$ cat config.mk
export PLATFORM = sky130hd
export DESIGN_NAME = uart_tx_arbiter_flat
export DESIGN_NICKNAME = d
export VERILOG_FILES = /design/src/rtl/uart_pkg.sv /design/src/rtl/uart_tx_arbiter_if.sv /design/src/rtl/baud_tick_gen.sv /design/src/rtl/uart_tx_arbiter.sv /design/src/flat_wrapper.sv
export SDC_FILE = /design/constraint.sdc
export NUM_CORES = 1
export LEC_CHECK = 0
export CAP_MARGIN = 10
export CORE_ASPECT_RATIO = 0.6
export CORE_MARGIN = 2
export CORE_UTILIZATION = 50
export CTS_CLUSTER_DIAMETER = 50
export DETAILED_ROUTE_END_ITERATION = 10
export PLACE_DENSITY = 0.75
export SYNTH_ARGS = -nofsm -noshare
export SYNTH_HDL_FRONTEND = slang
export SYNTH_SLANG_ARGS = --single-unit
$ cat constraint.sdc
create_clock -name clk -period 1.36 [get_ports clk]
set_input_delay 0.136 -clock clk [delete_from_list [all_inputs] [get_ports clk]]
set_output_delay 0.136 -clock clk [all_outputs]
set_load 0.03 [all_outputs]
$ cat src/rtl/uart_pkg.sv
// Shared definitions for the UART transmit arbiter.
// FSM encoding, 8N1 frame constants and default timing.
package uart_pkg;

  typedef enum logic [1:0] {
    S_IDLE,
    S_START,
    S_DATA,
    S_STOP
  } tx_state_t;

  localparam int DATA_BITS    = 8;
  localparam int STOP_BITS    = 1;
  localparam int DEF_CLK_FREQ = 12000000;
  localparam int DEF_BAUD     = 115200;

endpackage

$ cat src/rtl/uart_tx_arbiter_if.sv
// Byte requester bundle between N_REQ sources and the arbiter.
// Sources drive valid/data; the arbiter returns a one-hot ready.
interface uart_tx_arbiter_if #(
  parameter int N_REQ = 4
);

  logic [N_REQ-1:0]   req_valid;
  logic [8*N_REQ-1:0] req_data;
  logic [N_REQ-1:0]   req_ready;

  modport master (
    output req_valid,
    output req_data,
    input  req_ready
  );

  modport slave (
    input  req_valid,
    input  req_data,
    output req_ready
  );

endinterface

$ cat src/rtl/baud_tick_gen.sv
// Fractional baud tick generator; phase restarts whenever en is low.
// Bit periods alternate between floor and ceil of CLK_FREQ/BAUD.
module baud_tick_gen #(
  parameter int OVERSAMPLE = 1,
  parameter int CLK_FREQ   = 12000000,
  parameter int BAUD       = 115200
) (
  input  logic clk,
  input  logic rst_n,
  input  logic en,
  output logic tick
);

  localparam int INC = BAUD * OVERSAMPLE;

  logic [31:0] acc;
  logic [32:0] sum;

  assign sum  = {1'b0, acc} + 33'(INC);
  assign tick = en && (sum >= 33'(CLK_FREQ));

  always_ff @(posedge clk or negedge rst_n) begin
    if (!rst_n) begin
      acc <= '0;
    end else if (!en) begin
      acc <= '0;
    end else if (tick) begin
      acc <= 32'(sum - 33'(CLK_FREQ));
    end else begin
      acc <= sum[31:0];
    end
  end

endmodule

$ cat src/rtl/uart_tx_arbiter.sv
// Round-robin arbiter feeding one 8N1 UART transmitter.
// Ready is registered: offered in IDLE, transfer on valid&ready.
module uart_tx_arbiter
  import uart_pkg::*;
#(
  parameter int CLK_FREQ = DEF_CLK_FREQ,
  parameter int BAUD     = DEF_BAUD,
  parameter int N_REQ    = 4
) (
  input  logic                     clk,
  input  logic                     rst_n,
  uart_tx_arbiter_if.slave         req,
  output logic                     tx,
  output logic                     busy,
  output logic [$clog2(N_REQ)-1:0] grant_id
);

  localparam int GW = $clog2(N_REQ);

  logic [1:0]    rsync;
  logic          rst_s_n;
  tx_state_t     state;
  logic [7:0]    shift;
  logic [2:0]    bitcnt;
  logic [GW-1:0] offer;
  logic [GW-1:0] pick;
  logic          tick;
  logic          en;
  logic          arb;

  // Assert asynchronously, release on a clean edge.
  always_ff @(posedge clk or negedge rst_n) begin
    if (!rst_n) rsync <= 2'b00;
    else        rsync <= {rsync[0], 1'b1};
  end

  assign rst_s_n = rsync[1];

  function automatic logic [GW-1:0] rr_pick(
    input logic [N_REQ-1:0] v,
    input logic [GW-1:0]    last
  );
    logic [GW-1:0] w;
    logic          hit;
    int            idx;
    w   = last;
    hit = 1'b0;
    for (int k = 1; k <= N_REQ; k++) begin
      idx = (int'(last) + k) % N_REQ;
      if (!hit && v[idx]) begin
        w   = GW'(idx);
        hit = 1'b1;
      end
    end
    return w;
  endfunction

  assign en   = (state != S_IDLE);
  assign pick = rr_pick(req.req_valid, grant_id);

  // Arbitrate when idle with no offer, or on the last STOP cycle
  // so the offer lands on the first IDLE cycle.
  assign arb = (|req.req_valid) &&
               ((state == S_IDLE && req.req_ready == '0) ||
                (state == S_STOP && tick));

  baud_tick_gen #(
    .OVERSAMPLE(1),
    .CLK_FREQ  (CLK_FREQ),
    .BAUD      (BAUD)
  ) u_baud (
    .clk  (clk),
    .rst_n(rst_s_n),
    .en   (en),
    .tick (tick)
  );

  always_ff @(posedge clk or negedge rst_s_n) begin
    if (!rst_s_n) begin
      state         <= S_IDLE;
      tx            <= 1'b1;
      busy          <= 1'b0;
      req.req_ready <= '0;
      grant_id      <= GW'(N_REQ - 1);
      offer         <= '0;
      shift         <= '0;
      bitcnt        <= '0;
    end else begin
      req.req_ready <= '0;
      if (arb) begin
        req.req_ready <= N_REQ'(1) << pick;
        offer         <= pick;
      end
      unique case (state)
        S_IDLE: begin
          if (|(req.req_valid & req.req_ready)) begin
            state    <= S_START;
            tx       <= 1'b0;
            busy     <= 1'b1;
            grant_id <= offer;
            shift    <= req.req_data[int'(offer)*8 +: 8];
          end
        end
        S_START: begin
          if (tick) begin
            state  <= S_DATA;
            tx     <= shift[0];
            bitcnt <= '0;
          end
        end
        S_DATA: begin
          if (tick) begin
            shift  <= {1'b0, shift[7:1]};
            bitcnt <= bitcnt + 3'd1;
            if (bitcnt == 3'(DATA_BITS - 1)) begin
              state <= S_STOP;
              tx    <= 1'b1;
            end else begin
              tx <= shift[1];
            end
          end
        end
        S_STOP: begin
          if (tick) begin
            state <= S_IDLE;
            busy  <= 1'b0;
          end
        end
        default: state <= S_IDLE;
      endcase
    end
  end

endmodule

$ cat src/flat_wrapper.sv
// flat-port wrapper written by rule: the top's interface ports become plain ports
module uart_tx_arbiter_flat import uart_pkg::*;
#(
  parameter int CLK_FREQ = DEF_CLK_FREQ,
  parameter int BAUD     = DEF_BAUD,
  parameter int N_REQ    = 4
)
  (clk, rst_n, tx, busy, grant_id, req_req_valid, req_req_data, req_req_ready);
  uart_tx_arbiter_if #(.N_REQ(N_REQ)) req_i ();
  input  logic clk;
  input  logic rst_n;
  output logic tx;
  output logic busy;
  output logic [$clog2(N_REQ)-1:0] grant_id;
  input wire logic [$bits(req_i.req_valid)-1:0] req_req_valid;
  input wire logic [$bits(req_i.req_data)-1:0] req_req_data;
  output wire logic [$bits(req_i.req_ready)-1:0] req_req_ready;
  assign req_i.req_valid = req_req_valid;
  assign req_i.req_data = req_req_data;
  assign req_req_ready = req_i.req_ready;
  uart_tx_arbiter #(.CLK_FREQ(CLK_FREQ), .BAUD(BAUD), .N_REQ(N_REQ)) u_core (.clk(clk), .rst_n(rst_n), .req(req_i), .tx(tx), .busy(busy), .grant_id(grant_id));
endmodule
=== Yosys cells after proc, flatten, opt, wreduce, memory -nomap -nowiden ===
Cells that the tools add are included.

* Bitwise logic cells: 5
* Muxes and demuxes: 42
* Shift operators: 2
* Div/mod/pow operators: 0
* $add $sub $neg: 7
* Multipliers: 0
* Equality and inequality tests: 9
* Order comparisons: 5
* Reduce and logical (&&, ||, !) cells: 30

{| class="wikitable"
|+ Operators with widths
! cell !! count
|-
| $mux 32 || 2
|-
| $add 32x17->33 const B || 1
|-
| $ge 33x24->1 const B || 1
|-
| $shiftx 32x6->8 || 1
|-
| $sub 32x24->32 const B || 1
|-
| $mux 2 || 9
|-
| $mux 1 || 17
|-
| $lt 3x4->1 const B || 4
|-
| $mux 8 || 2
|-
| $pmux 8 s2 || 1
|-
| $reduce_and 3->1 || 3
|-
| $bmux 1 s2 || 4
|-
| $ne 2x1->1 const B || 4
|-
| $pmux 2 s4 || 1
|-
| $reduce_bool 2->1 || 4
|-
| $reduce_or 2->1 || 4
|-
| $reduce_or 4->1 || 2
|-
| $logic_and 1x1->1 || 7
|-
| $mux 3 || 2
|-
| $pmux 3 s2 || 1
|-
| $reduce_and 5->1 || 1
|-
| $add 2x1->2 const B || 2
|-
| $add 2x2->2 const B || 2
|-
| $and 1x1->1 const A || 4
|-
| other kinds (17) || 20
|}

* Bits of input ports: 38
* Memory bits (read-only): 0
* Bits in latches: 0
* Bits in registers: 57
* Memories kept: 0
* Memory bits (writable): 0
* Output and inout bits: 8

=== Longest topological paths before layout ===
* Word-level depth: 18
* Depth in mapped cells: 12

=== Hierarchy ===
Synthesis repeated with hierarchy kept, for this count alone.

* Cell total of the unflattened synthesis: 398
* Area, all modules: 3,723.6 µm²

{| class="wikitable"
|+ Modules (own cells, without submodules)
! module !! times used !! cells an instance !! area each (µm²)
|-
| baud_tick_gen || 1 || 258 || 2,199.6
|-
| uart_tx_arbiter || 1 || 140 || 1,524.0
|}

=== Worst setup path after synthesis ===
No wires, ideal clock.

* Path type: reg2reg
* Start point: reg u_core.u_baud.acc[9]
* End point: reg u_core.u_baud.acc[19]
* Slack: -2.013 ns
* Period minus slack after synthesis: 3.373 ns
* Arrival: 3.237 ns
* Stages on the path, launching flop included: 12
* Path through: dfrtp_1 -> ha_1 -> nand4_2 -> a2111oi_2 -> o311ai_0 -> a211oi_1 -> o21ai_2 -> or4_1 -> buf_6 -> buf_6 -> a21boi_0 -> nor3_1

* Longest elaborated chain between the ends: 5

{| class="wikitable"
|+ RTL lines
! what !! line !! RTL
|-
| start, declared || baud_tick_gen.sv:16 || <nowiki>logic [31:0] acc;</nowiki>
|-
| start signal, assigned || baud_tick_gen.sv:28 || <nowiki>acc <= 32'(sum - 33'(CLK_FREQ));</nowiki>
|-
| start signal, assigned || baud_tick_gen.sv:30 || <nowiki>acc <= sum[31:0];</nowiki>
|-
| $add 32x17->33 (*) || baud_tick_gen.sv:19 || <nowiki>assign sum = {1'b0, acc} + 33'(INC);</nowiki>
|-
| $ge 33x24->1 || baud_tick_gen.sv:20 || <nowiki>assign tick = en && (sum >= 33'(CLK_FREQ));</nowiki>
|-
| $logic_and 1x1->1 || baud_tick_gen.sv:20 ||
|-
| $mux 32 (*) || baud_tick_gen.sv:27 || <nowiki>end else if (tick) begin</nowiki>
|-
| $mux 32 (*) || baud_tick_gen.sv:25 || <nowiki>end else if (!en) begin</nowiki>
|}

Mark *: on every way between the ends. The rest lies on a longest branch, timed or not.
A chain may end at the register's enable or synchronous reset.

=== Final worst setup path ===
* Start point: reg u_core.u_baud.acc[9]
* End point: reg u_core.shift[6]

* Longest elaborated chain between the ends: 5

{| class="wikitable"
|+ RTL lines
! what !! line !! RTL
|-
| $add 32x17->33 || baud_tick_gen.sv:19 ||
|-
| $ge 33x24->1 || baud_tick_gen.sv:20 ||
|-
| $logic_and 1x1->1 || baud_tick_gen.sv:20 ||
|-
| $ne 2x1->1 (no line) || n/a ||
|-
| $reduce_and 3->1 (no line) || n/a ||
|-
| end signal, assigned || uart_tx_arbiter.sv:101 || <nowiki>shift <= req.req_data[int'(offer)*8 +: 8];</nowiki>
|-
| end signal, assigned || uart_tx_arbiter.sv:113 || <nowiki>shift <= {1'b0, shift[7:1]};</nowiki>
|-
| end, declared || uart_tx_arbiter.sv:23 || <nowiki>logic [7:0] shift;</nowiki>
|}

Every way passes these cells.

==> results_dict.tcl <==
set metrics [dict create \
    status "finished with violations" \
    violations "negative setup slack" \
    viasPerCell 7.31 \
    cp-end-kind "register" \
    dieArea_um2 8590 \
    core-area_um2 7420 \
    grt_overflow 0 \
    grt_pass1_vias 4744 \
    drtAntennaViolNets 0 \
    power_frac_clock 0.131 \
    antenna_found_initial 0 \
    clk_path_buf_depth 2 \
    switching_power_mw 5.55 \
    min_period_over_period 2.65 \
    drc 0 \
    fin_worst_skew_ns 0.00581 \
    routedWlPerCell_um 28.4 \
    h-tree-depth 2 \
    p_sw_frac 0.465 \
    startpoint_type "register" \
    async_flop_share 1.00 \
    gp_congestion 0.938 \
    cpMostUsedCell "buf_4" \
    worstMarginPinSlew_ns 0.607 \
    ys_types 83 \
    final-setup-viol-count 48 \
    worstPathRequired_ns 1.54 \
    crit_family "compound AO/OA/AOI/OAI gates" \
    grt_max_degree 28 \
    syn_area_per_cell_um2 9.18 \
    seq_area_frac_synth 0.314 \
    clkTransAtPathRegs_ns 0.07 \
    clock-sinks 49 \
    final_cells 751 \
    cpMaxStageDelayCell "o41ai_4" \
    synth_area_um2 3920 \
    crit_start "u_core.u_baud.acc[9]" \
    fmax_ghz 0.278 \
    hp-class "register to async pin" \
    pwr-share-comb 0.667 \
    setup_slack_ns -2.24 \
    synth-edff-count 0 \
    postLayoutCoreUtil 0.905 \
    p_seq_frac 0.202 \
    maxCapViolCount 0 \
    antenna_cells 0 \
    min_period_ns 3.60 \
    ir_drop_uv 1260 \
    area_growth_pct 71.3 \
    final_max_slew_viol_count 0 \
    p_per_area_nw_per_um2 1780 \
    rsz0062_at_grt "yes" \
    critPathMaxFanout 7 \
    io_pins 46 \
    slew_headroom 0.591 \
    yosysTopAreaCellShare 0.294 \
    drtPass1Iterations 6 \
    nNetsFinal 694 \
    synth_xor_area_frac 0.0447 \
    arrival_ns 3.77 \
    die_h_um 72.6 \
    synth_largest_area_cell "dfrtp_1" \
    grt_usage 0.384 \
    grt_pass1_wl_um 25400 \
    synth_compound_area_frac 0.235 \
    synth_cells 427 \
    insertion_delay_ns 0.31 \
    slowest_delay_ns 0.44 \
    synthAdderAreaFrac 0.0319 \
    synth-simple-area-share 0.231 \
    cts-root-buf "clkbuf_16" \
    cts_buffers 5 \
    synth-seq-cells 49 \
    synth_top_family_by_area "compound AO/OA/AOI/OAI gates" \
    dp_hpwl_um 9750 \
    drive_above_1_share 0.518 \
    finalHoldViolCount 0 \
    intPower_mw 6.39 \
    die_x_um 118 \
    drtIter0Drc 860 \
    rows 24 \
    path_buf_inv 6 \
    ys_warn_count 0 \
    crit-reg2reg-launch "u_core.u_baud.acc[9]" \
    dp_cells 690 \
    initial_core_util 0.529 \
    p_leak_nw 2.85 \
    synthMuxAreaShare 0.0801 \
    vias 5493 \
    ys.flop_type "dfrtp_1" \
    pre_cts_ws_ns -1.86 \
    port_buffers 45 \
    worstSetupPathType "register to register" \
    cts_tree "built" \
    finalWirelength_um 21300 \
    crit_chain "ha_4 > nand4_4 > buf_4 > buf_6 > buf_4 > a211oi_2 > xnor2_2 > a41oi_2 > o21a_2 > buf_4 > o41ai_4 > clkbuf_16 > buf_6 > mux2i_1 > a21oi_1" \
    synth_area_leaders "dfrtp_1 (29%), mux4_2 (4.6%), a21oi_1 (4.0%), ha_1 (3.2%), xnor2_1 (2.9%)" \
    syn-num-nets 475 \
]
## routing by layer
layer,part of all wire,global-route usage,routed length (µm)
met5,0,0,0
met4,0.072,0.142,1540
met3,0.16,0.112,3400
met2,0.42,0.599,8940
met1,0.35,0.514,7460
## placed cells by master, fill, tap and decap left out, drive strengths merged, types with 12 or more instances in the layout
| cell | synthesis | layout |
|---|---|---|
| a21oi | 31 | 31 |
| buf | 10 | 196 |
| clkdlybuf4s50 | 0 | 37 |
| dfrtp | 46 | 46 |
| inv | 15 | 15 |
| nand2 | 25 | 25 |
| nand3 | 23 | 23 |
| nor2 | 24 | 24 |
| nor3 | 19 | 19 |
| nor4 | 13 | 13 |
| o21ai | 12 | 12 |
| xnor2 | 13 | 13 |
## synthesized netlist by cell type, drive strengths merged, types with 8 or more instances
master and n:
dfrtp 46, a21oi 31, nand2 25, nor2 24
nand3 23, nor3 19, clkbuf 17, inv 15
nor4 13, xnor2 13, o21ai 12, a211oi 10
buf 10, ha 10, mux2i 10, or4 9
mux4 8, nor2b 8, o211ai 8
## per-stage QoR
step	hold WS, ns	power [mW]	instance area (µm²)	TNS [ns]
floorplan	-0.160	5.48	4000	-74.28
global placement	0.167	7.65	5520	-77.26
detailed placement	0.178	7.89	5520	-79.72
CTS	0.180	9.93	6090	-76.91
global route	0.188	12.1	6720	-91.88
finish	0.182	11.9	6720	-92.41
## layout make-up
class / instances / area, µm²
Multi-Input combinational cell: 335 / 3050
Timing Repair Buffer: 240 / 2070
Sequential cell: 49 / 1240
Fill cell: 266 / 702
Clock buffer: 7 / 143
Tap cell: 104 / 130
Inverter: 15 / 56.3
Clock inverter: 1 / 30.0
## flip-flops by register name (all words and copies together), names as in the netlist
name and count:
u_core.offer 2, u_core.state 2, u_core.u_baud.acc 24, u_core.req.req_ready 4
u_core.rsync 2, u_core.grant_id 2, u_core.tx 1, u_core.bitcnt 3
u_core.busy 1, u_core.shift 8
## final timing paths
check                                        end  slack, ns  depth (start not counted)
setup reg to reg                 u_core.shift[6]      -2.24                         15
hold / removal             u_core.u_baud.acc[10]       0.18                          0
max in group asynchronous              u_core.tx       0.62                          1
hold reg to reg            u_core.u_baud.acc[10]       0.18                          0
setup / recovery                 u_core.shift[6]      -2.24                         15
min in group clk                 u_core.rsync[1]       0.36                          0
## cells by family (layout without fill, tap and decap cells)
| kind of cell | count (synthesis) | in the layout |
|---|---|---|
| and+or+nand+nor | 160 | 160 |
| buffers and inverters | 43 | 263 |
| AOI/OAI and AO/OA | 123 | 123 |
| DFF | 49 | 49 |
| xor gates and xnor gates | 20 | 20 |
| adders and majority gates | 10 | 10 |
| other | 1 | 1 |
| muxes | 21 | 21 |
## power by group through the flow
| stage | registers, mW | logic, mW | clock network [mW] |
|---|---|---|---|
| floorplan | 2.29 | 3.19 | 0 |
| global placement | 2.28 | 5.37 | 0 |
| detailed placement | 2.31 | 5.58 | 0 |
| CTS | 2.33 | 6.09 | 1.51 |
| global route | 2.42 | 8.13 | 1.58 |
| finish | 2.42 | 7.96 | 1.56 |
## worst register-to-register path, stage by stage (launching register included)
cell,delay [ns]
dfrtp_1,0.43
ha_4,0.19
nand4_4,0.09
buf_4,0.18
buf_6,0.11
buf_4,0.15
a211oi_2,0.28
xnor2_2,0.25
a41oi_2,0.17
o21a_2,0.26
buf_4,0.17
o41ai_4,0.44
clkbuf_16,0.25
buf_6,0.11
mux2i_1,0.24
a21oi_1,0.15
## repair_timing
item                                   CTS  global route
buffers inserted                        25            32
pin swaps                               31            37
resized for setup                       59            95
endpoints found under the hold margin    2             0
gates cloned                             1             0
setup endpoints to repair               52            49
hold buffers                             1             0
No activity file was read; power rests on OpenSTA's default activity.
